## src/rtl/bus.v

```verilog
// Shared bus widths and load-type encodings used across the pipeline.
`ifndef BUS_V
`define BUS_V

`define DATA_BUS      31:0
`define REG_ADDR_BUS  4:0

`define LOAD_LW   3'd0
`define LOAD_LB   3'd1
`define LOAD_LBU  3'd2
`define LOAD_LH   3'd3
`define LOAD_LHU  3'd4

`endif

```

## src/rtl/mem_wb_pkg.sv

```systemverilog
// Types and helpers shared by the MEM/WB pipeline register and its load aligner.
`include "bus.v"

package mem_wb_pkg;

  typedef enum logic [2:0] {
    LT_LW  = `LOAD_LW,
    LT_LB  = `LOAD_LB,
    LT_LBU = `LOAD_LBU,
    LT_LH  = `LOAD_LH,
    LT_LHU = `LOAD_LHU
  } load_type_e;

  // Reserved codes 5-7 behave as LW, so they share the word-alignment rule.
  function automatic logic load_misaligned(input logic [2:0] load_type,
                                           input logic [1:0] addr_low);
    case (load_type)
      `LOAD_LB, `LOAD_LBU: return 1'b0;
      `LOAD_LH, `LOAD_LHU: return addr_low[0];
      default:             return (addr_low != 2'b00);
    endcase
  endfunction

endpackage

```

## src/rtl/mem_wb_load_align.sv

```systemverilog
// Combinational byte/halfword lane select and sign/zero extension for loads.
`include "bus.v"

module load_align
  import mem_wb_pkg::*;
(
  input  logic [2:0]       load_type,
  input  logic [1:0]       addr_low,
  input  logic [`DATA_BUS] ram_data,
  output logic [`DATA_BUS] load_data,
  output logic             misaligned
);

  logic [7:0]  byte_sel;
  logic [15:0] half_sel;

  always_comb begin
    byte_sel   = ram_data[{addr_low, 3'b000} +: 8];
    half_sel   = addr_low[1] ? ram_data[31:16] : ram_data[15:0];
    misaligned = load_misaligned(load_type, addr_low);
    case (load_type)
      LT_LB:   load_data = {{24{byte_sel[7]}}, byte_sel};
      LT_LBU:  load_data = {24'd0, byte_sel};
      LT_LH:   load_data = {{16{half_sel[15]}}, half_sel};
      LT_LHU:  load_data = {16'd0, half_sel};
      default: load_data = ram_data;
    endcase
  end

endmodule

```

## src/rtl/mem_wb.sv

```systemverilog
// MEM/WB pipeline register: formats load data, flags misaligned loads and
// counts retired instructions, presenting everything to the RegFile one cycle later.
`include "bus.v"

module mem_wb
  import mem_wb_pkg::*;
(
  input  logic                 clk,
  input  logic                 rst,
  input  logic                 stall,
  input  logic                 flush,
  input  logic                 mem_valid,
  input  logic                 mem_write_en,
  input  logic [`REG_ADDR_BUS] mem_write_addr,
  input  logic [`DATA_BUS]     mem_result,
  input  logic                 mem_load_en,
  input  logic [2:0]           mem_load_type,
  input  logic [1:0]           mem_addr_low,
  input  logic [`DATA_BUS]     ram_read_data,
  output logic                 write_en,
  output logic [`REG_ADDR_BUS] write_addr,
  output logic [`DATA_BUS]     write_data,
  output logic                 misaligned_load,
  output logic [31:0]          retired_count
);

  logic [`DATA_BUS] load_data;
  logic             load_misalign;
  logic             misalign_now;

  load_align u_load_align (
    .load_type  (mem_load_type),
    .addr_low   (mem_addr_low),
    .ram_data   (ram_read_data),
    .load_data  (load_data),
    .misaligned (load_misalign)
  );

  assign misalign_now = mem_load_en && load_misalign;

  // Misaligned loads still retire; only their register write is suppressed.
  always_ff @(posedge clk) begin
    if (rst) begin
      write_en        <= 1'b0;
      write_addr      <= '0;
      write_data      <= '0;
      misaligned_load <= 1'b0;
      retired_count   <= 32'd0;
    end else if (flush || (!stall && !mem_valid)) begin
      write_en        <= 1'b0;
      write_addr      <= '0;
      write_data      <= '0;
      misaligned_load <= 1'b0;
    end else if (!stall) begin
      write_en        <= mem_write_en && !misalign_now;
      write_addr      <= mem_write_addr;
      write_data      <= mem_load_en ? load_data : mem_result;
      misaligned_load <= misalign_now;
      retired_count   <= retired_count + 32'd1;
    end
  end

endmodule

```

## config.mk

```make
export PLATFORM = sky130hd
export DESIGN_NAME = mem_wb
export DESIGN_NICKNAME = d
export VERILOG_FILES = /design/src/rtl/mem_wb_pkg.sv /design/src/rtl/mem_wb_load_align.sv /design/src/rtl/mem_wb.sv
export VERILOG_INCLUDE_DIRS = /design/src /design/src/rtl
export SDC_FILE = /design/constraint.sdc
export NUM_CORES = 1
export LEC_CHECK = 0
export CORE_AREA = 2 2 103 105
export DETAILED_ROUTE_END_ITERATION = 12
export DIE_AREA = 0 0 105 107
export PLACE_DENSITY = 0.73
export SKIP_CTS_REPAIR_TIMING = 1
export SLEW_MARGIN = 20
export SYNTH_ARGS = -nofsm -noshare
export SYNTH_HDL_FRONTEND = slang
export SYNTH_SLANG_ARGS = --single-unit
```

## constraint.sdc

```tcl
create_clock -name clk -period 2.28 [get_ports clk]
set_input_delay 0.456 -clock clk [delete_from_list [all_inputs] [get_ports clk]]
set_output_delay 0.456 -clock clk [all_outputs]
set_load 0.005 [all_outputs]
```

* After elaboration in Yosys (flattened, before gate mapping) *
Cells that the tools add are included.

word-level totals
  input port bits = 81
  output and inout bits = 71
  logic and storage cells = 29
  bits in registers = 71

cells by class
  add/sub/neg operators = 1
  muxes and demuxes = 4
  shift operators = 1
  equal/unequal tests = 4
  reduce and logical (&&, ||, !) cells = 12
  bitwise operators = 2

operators with widths
  kind                                                 count
  one-hot mux 32 bit (4 select lines)                  1
  adder 32 x 1 -> 32 bit, second input constant        1
  2-to-1 mux 32 bit                                    1
  indexed part select 32 x 6 -> 8 bit                  1
  2-to-1 mux 16 bit                                    1
  equality test 3 x 2 -> 1 bit, second input constant  2
  OR reduction 2 bit                                   3
  equality test 3 x 1 -> 1 bit, second input constant  1
  equality test 3 bit, second input constant           1
  logical AND 1 bit                                    3
  zero test 1 bit                                      3
  NOT 1 bit                                            2
  one-hot mux 1 bit (2 select lines)                   1
  AND reduction 2 bit                                  1
  nonzero test 2 bit                                   1
  logical OR 1 bit                                     1

* Logic depth before layout (Yosys ltp) *
Gate-level depths: netlist of the first run.

  word-level depth = 6
  mapped depth = 7
  mapped depth without buffers = 5

* Hierarchy *
From an unflattened synthesis of the first run, not the netlist that was laid out.

second synthesis, totals
  cell total of the unflattened synthesis = 510
  area, all modules = 4,091.4 um^2

modules (own cells, without submodules)
  module      instances  area each (um^2)  cells an instance  seq. area each (um^2)
  mem_wb      1          3,259.4           383                1,421.4
  load_align  1          832.0             127                0.0

* Worst setup path before layout of the first run *
OpenSTA, ideal clock, no wires.

  path type = input -> register
  start = input port mem_addr_low[1]
  end = register write_data[8]
  arrival = 1.828 ns
  setup time = 0.136 ns
  stages on the path = 5
  buffers on the path = 1
  data required time = 2.144 ns
  slack = 0.315 ns
  path through = buf_6 > mux4_2 > o311a_4 > a2111oi_2 > a211oi_1

between the ends
  cells in the longest elaborated chain, start to end = 3
  elaborated cells on any way between the ends = 4
  those cells by class = 1 x shift; 3 x mux

RTL lines
  what                                                                      RTL line                                          RTL
  from (decl)                                                               mem_wb.sv:18                                      input logic [1:0] mem_addr_low,
  indexed part select 32 x 6 -> 8 bit or 2-to-1 mux 16 bit (tied branches)  mem_wb_load_align.sv:18, mem_wb_load_align.sv:19
  one-hot mux 32 bit (4 select lines) *                                     mem_wb_load_align.sv:21                           case (load_type)
  2-to-1 mux 32 bit *                                                       mem_wb.sv:57                                      write_data <= mem_load_en ? load_data : mem_result;
  to (signal assigned)                                                      mem_wb.sv:57
  to (decl)                                                                 mem_wb.sv:22                                      output logic [`DATA_BUS] write_data,

Mark *: on every way between the ends. The rest lies on a longest branch, timed or not.
A chain may end at the register's enable or synchronous reset.

* Final worst setup path of the first run *
  start = input port mem_addr_low[1]
  end = register write_data[12]

Same word-level chain as after synthesis.

==> results.cfg, run 1 <==
[synth]
synth_largest_area_cell = dfxtp_1
synthArstFlopShare_pct = 0
yosys_warnings = 0
synth_edf_count = 0
yosysTopAreaCellShare_pct = 35.90
synth_cells = 478
synth_fp_nets = 560
avgSynthCellArea_um2 = 8.282
synth_common_cells = 71 x dfxtp_1, 47 x a21oi_1, 44 x nand2_1
ys.flop_type = dfxtp_1
synth_cell_types = 54
ys_seq_elements = 71
yosysMostFrequentCell = dfxtp_1
ys_seq_area_share_pct = 35.90
syn_area_mm2 = 0.003959
synth_area_leaders = dfxtp_1 36%, a21oi_1 5.9%, nand2_1 4.2%

[flow_run]
maxCapViolations = 0

[finish]
fill_cells = 940
drive_gt1_share_pct = 12.19
instances_no_fill = 784
n_antenna_cell = 0
fin_nets = 725
utilization_pct = 59.26
area_delta_synth_final_pct = 51.07

[sta]
setup_slack_ps = 148.1
setup-violations-final = 0
max_freq_mhz = 469.1
slew_headroom_pct = 47.74
setup_total_negative_slack_ps = 0
min_period_ps = 2132
skew_ps = 13.24
fin_crit_sh_pct = 93.50
drv_slew = 0
worst_pin_slew_ps = 778.0
rsz0062_at_grt = false
hold_violations = 0

[worst_setup_path]
crit_chain = clkdlybuf4s50_1 > mux4_2 > o311a_4 > a2111oi_2 > a211oi_1
reg2reg_depth = 4
startpoint_type = input pin
slowest_stage = mux4_2
r2r_end = retired_count[31]
worst-r2r-setup-slack_ps = 240
crit_buf_inv = 1
cp_max_fo = 7
max_stage_delay_ps = 540
cpLargestDelayFamily = compound AO/OA/AOI/OAI gates
worstPathArrival_ps = 2360
required_ps = 2510
endpoint_kind = flip-flop
reg2reg_from = retired_count[16]
critPathKind = in -> reg

[power]
power.switching_mw = 0.7782
swShare_pct = 27.35
power.total_mw = 2.846
clockPowerShare_pct = 35.7
power_frac_comb_pct = 19.4
leakage_nw = 2.129
intPower_mw = 2.067
sequentialPowerShare_pct = 45.0
vdd_drop_max_uv = 276.5
power_density_mw_per_mm2 = 475.8

[cts]
h-tree-depth = 3
clock-sinks = 71
cts_buffers = 9
clk_pin_slew_worst_paths_ps = 80
cts_tree = done
cts_buffer_depth = 2
clock_latency_ps = 360
ctsRootBufferMaster = clkbuf_8

[place]
gp_congestion = 0.9203
pre_cts_ws_ps = -206.9
hpwlAfterDp_um = 9982
dp_cells = 768
portBuffers = 151

[routing]
drc = 0
ant_nets = 0
wl_per_cell_um = 16.40
routed_via_density = 5.538
drtIter0Drc = 254
via_count = 4342
wl_um = 12860
drtPass1Iterations = 5

[status]
outcome = finished clean

[min_path]
worstHoldPathCells = 2
hold_end = write_data[5]
min_from = write_data[5]
hp-class = reg -> reg

[grt]
grt-ovfl-total = 0
grt_pass1_wl_um = 20680
grt_use_total_pct = 22.93
grt_pass1_vias = 4320
antenna_found_initial = 0
grt_max_degree = 38

[floorplanning]
top_level_ports = 152
die_h_um = 107
die-area_mm2 = 0.01124
core_mm2 = 0.01009
rows = 37
die-width_um = 105
initial_core_util_pct = 39.23
-- registers in the layout, indices dropped and copies added (netlist names) --
name             count
misaligned_load      1
write_en             1
retired_count       32
write_addr           5
write_data          32
-- power by group through the flow --
stage          Combinational (mW)  Sequential, mW  Clock [mW]
6_report                    0.551            1.28        1.01
5_1_grt                     0.593            1.28        1.09
4_1_cts                     0.547            1.28        1.04
3_5_place_dp                0.545            1.31           0
3_3_place_gp                0.536            1.31           0
2_1_floorplan               0.236            1.31           0
-- worst register-to-register path, delay by kind of cell, from the launching register on --
family | cells | cell delay, ps
and+or+nand+nor | 3 | 1110
DFF | 1 | 450
muxes | 1 | 370
-- placed cells by master, fill, tap and decap left out, types with 8 or more instances in the layout --
cell type | netlist | final
nand2_1 | 44 | 44
o31ai_1 | 13 | 13
o21ai_0 | 24 | 24
mux2_2 | 10 | 10
o221ai_1 | 17 | 17
nand4_1 | 11 | 11
buf_4 | 1 | 41
a21oi_1 | 47 | 47
nor2b_1 | 10 | 10
clkbuf_8 | 0 | 9
nor3_1 | 11 | 11
or3_1 | 8 | 8
mux2i_1 | 13 | 13
a311oi_1 | 12 | 12
inv_1 | 15 | 15
dfxtp_1 | 71 | 71
clkdlybuf4s50_1 | 0 | 151
nor2_1 | 38 | 38
nand3_1 | 13 | 13
-- how the worst max path moves through the flow --
stage	startpoint	to	slack (ps)	cells after the start
after floorplan	mem_addr_low[1]	write_data[8]	320	5
after global placement	mem_addr_low[1]	write_data[13]	-180	5
after detailed placement	mem_addr_low[1]	write_data[14]	-210	5
after CTS	mem_addr_low[1]	write_data[9]	170	5
after global routing	mem_addr_low[1]	write_data[4]	60	7
final	mem_addr_low[1]	write_data[12]	150	5
-- per-stage QoR --
stage,hold WS [ps],instance area [um^2]
floorplan,448.7,3959
global placement,450.3,5786
detailed placement,458.7,5786
CTS,476.5,5981
global route,494.6,5981
finish,473.6,5981
-- metal layers --
layer,track usage [%],up-vias,wire length (um),share of wire [%]
li1,-,2119,-,-
met1,28.72,2001,5598,44
met2,37.80,196,5945,46
met3,5.471,26,967,7.5
met4,9.619,0,349,2.7
met5,0,-,0,0
-- cell families after synthesis --
family / share of synthesized area [%]
buffers and inverters: 5.531
and+or+nand+nor: 21.97
xor gates and xnor gates: 2.213
adders and majority gates: 0.3160
AOI/OAI and AO/OA: 27.37
DFF: 35.90
muxes: 6.700
-- cell type report --
type                            count  area, um^2  area share (%)
Multi-Input combinational cell    354        2318           38.77
Tap cell                          136       170.2           2.845
Clock inverter                      7       71.32           1.192
Clock buffer                        9       123.9           2.071
Inverter                           15       56.30          0.9414
Timing Repair Buffer              192        1819           30.42
Sequential cell                    71        1421           23.77
Note: power is estimated with default switching activity, not from simulation.
==> run 2: changes to the inputs <==
--- a/config.mk
+++ b/config.mk
@@ -6,10 +6,12 @@
 export SDC_FILE = /design/constraint.sdc
 export NUM_CORES = 1
 export LEC_CHECK = 0
-export CORE_AREA = 2 2 103 105
+export CELL_PAD_IN_SITES_DETAIL_PLACEMENT = 1
+export CELL_PAD_IN_SITES_GLOBAL_PLACEMENT = 1
+export CORE_AREA = 2 2 115 117
 export DETAILED_ROUTE_END_ITERATION = 12
-export DIE_AREA = 0 0 105 107
-export PLACE_DENSITY = 0.73
+export DIE_AREA = 0 0 117 119
+export PLACE_DENSITY_LB_ADDON = 0.1
 export SKIP_CTS_REPAIR_TIMING = 1
 export SLEW_MARGIN = 20
 export SYNTH_ARGS = -nofsm -noshare
==> results.cfg, run 2 (synthesized netlist as in run 1, its figures left out) <==
[worst_setup_path]
cp_max_fo = 7
crit_chain = clkdlybuf4s50_1 > mux4_2 > o311a_4 > a2111oi_2 > a211oi_1
worstPathArrival_ps = 2390
required_ps = 2500
max_stage_delay_ps = 550
critPathKind = in -> reg
worst-r2r-setup-slack_ps = 240
slowest_stage = mux4_2
startpoint_type = input pin
endpoint_kind = flip-flop

[routing]
wl_per_cell_um = 17.72
via_count = 4338
drtPass1Iterations = 4
ant_nets = 0
routed_via_density = 5.214
drtIter0Drc = 206
drc = 0
wl_um = 14750

[floorplanning]
initial_core_util_pct = 30.75
die_h_um = 119
die-width_um = 117
core_mm2 = 0.01287
top_level_ports = 152
rows = 42
die-area_mm2 = 0.01392

[cts]
clk_pin_slew_worst_paths_ps = 60
clock_latency_ps = 350
h-tree-depth = 3
clock-sinks = 71
cts_buffer_depth = 2
cts_tree = done
cts_buffers = 9
ctsRootBufferMaster = clkbuf_16

[finish]
area_delta_synth_final_pct = 56.80
n_antenna_cell = 0
fill_cells = 1530
final_cell_mix = 151 x clkdlybuf4s50_1, 71 x dfxtp_1, 47 x a21oi_1, 47 x buf_4, 44 x nand2_1
design_area_mm2 = 0.006207
reg_top3 = retired_count x32, write_data x32, write_addr x5
final_common_cell = clkdlybuf4s50_1
fin_nets = 733
drive_gt1_share_pct = 13.26

[status]
outcome = finished clean

[sta]
fin_crit_sh_pct = 94.88
min_period_ps = 2163
worst_pin_slew_ps = 646.3
drv_slew = 0
max_freq_mhz = 462.3
hold_violations = 0
slew_headroom_pct = 56.91
rsz0062_at_grt = false
setup-violations-final = 0
skew_ps = 10.64

[place]
portBuffers = 151
gp_congestion = 0.8316
place_area_mm2 = 0.005921
hpwlAfterDp_um = 11450

[grt]
grt_busiest_layer = met2
antenna_found_initial = 0
grt_util_met2_pct = 34.47
grt_max_degree = 43
grt-ovfl-total = 0
grtUsageMet3_pct = 4.682
grt_use_met1_pct = 27.98
grt_pass1_wl_um = 23200
grt_pass1_vias = 4515
grt_use_total_pct = 21.32

[flow_run]
maxCapViolations = 0

[min_path]
hp-class = reg -> reg

[power]
vdd_drop_max_uv = 303.9
power_density_mw_per_mm2 = 515.4
leakage_nw = 2.217
power.total_mw = 3.199
## run 2: final timing paths
check                                        from                end  cells after the start
worst max-delay path              mem_addr_low[1]     write_data[13]                      5
worst min-delay path                write_data[0]      write_data[0]                      2
worst max register to register  retired_count[16]  retired_count[31]                      4
worst min register to register      write_data[0]      write_data[0]                      2
## run 2: through the flow
step	setup WS [ps]	utilization (%)	hold slack, ps	instances	TNS (ps)
2_1_floorplan	315.4	-	448.7	478	0
3_3_place_gp	-230.9	45.99	438.7	816	-4528
3_5_place_dp	-241.8	45.99	457.4	816	-4903
4_1_cts	114.0	48.13	469.9	832	0
5_1_grt	13.06	48.21	495.7	832	0
6_report	116.8	48.21	464.1	832	0
## run 2: power breakdown
group	internal [mW]	switching, mW	total, mW	leakage, nW
clock network	0.771	0.572	1.34	0.133
logic	0.311	0.266	0.576	1.51
registers	1.27	0.0155	1.28	0.575
total	2.35	0.853	3.20	2.22
## run 2: final cells by class
class / instances / area, um^2 / share of cell area (%)
clock buffers: 12 / 246.5 / 3.971
clock inverters: 4 / 30.03 / 0.4838
inverters: 15 / 56.30 / 0.9071
multi-input cells: 354 / 2328 / 37.51
flip-flops and latches: 71 / 1421 / 22.90
well taps: 176 / 220.2 / 3.548
repair buffers: 200 / 1904 / 30.68
## run 2: critical path: cells and delay by family
family,cells,cell delay (ps)
AOI/OAI and AO/OA,3,840
muxes,1,550
buffers and inverters,1,520
## run 2: layer usage
metal / vias up / routed length, um
met1: 2073 / 6752
li1: 2142 / -
met4: 0 / 236
met5: - / 0
met2: 108 / 7035
met3: 15 / 720
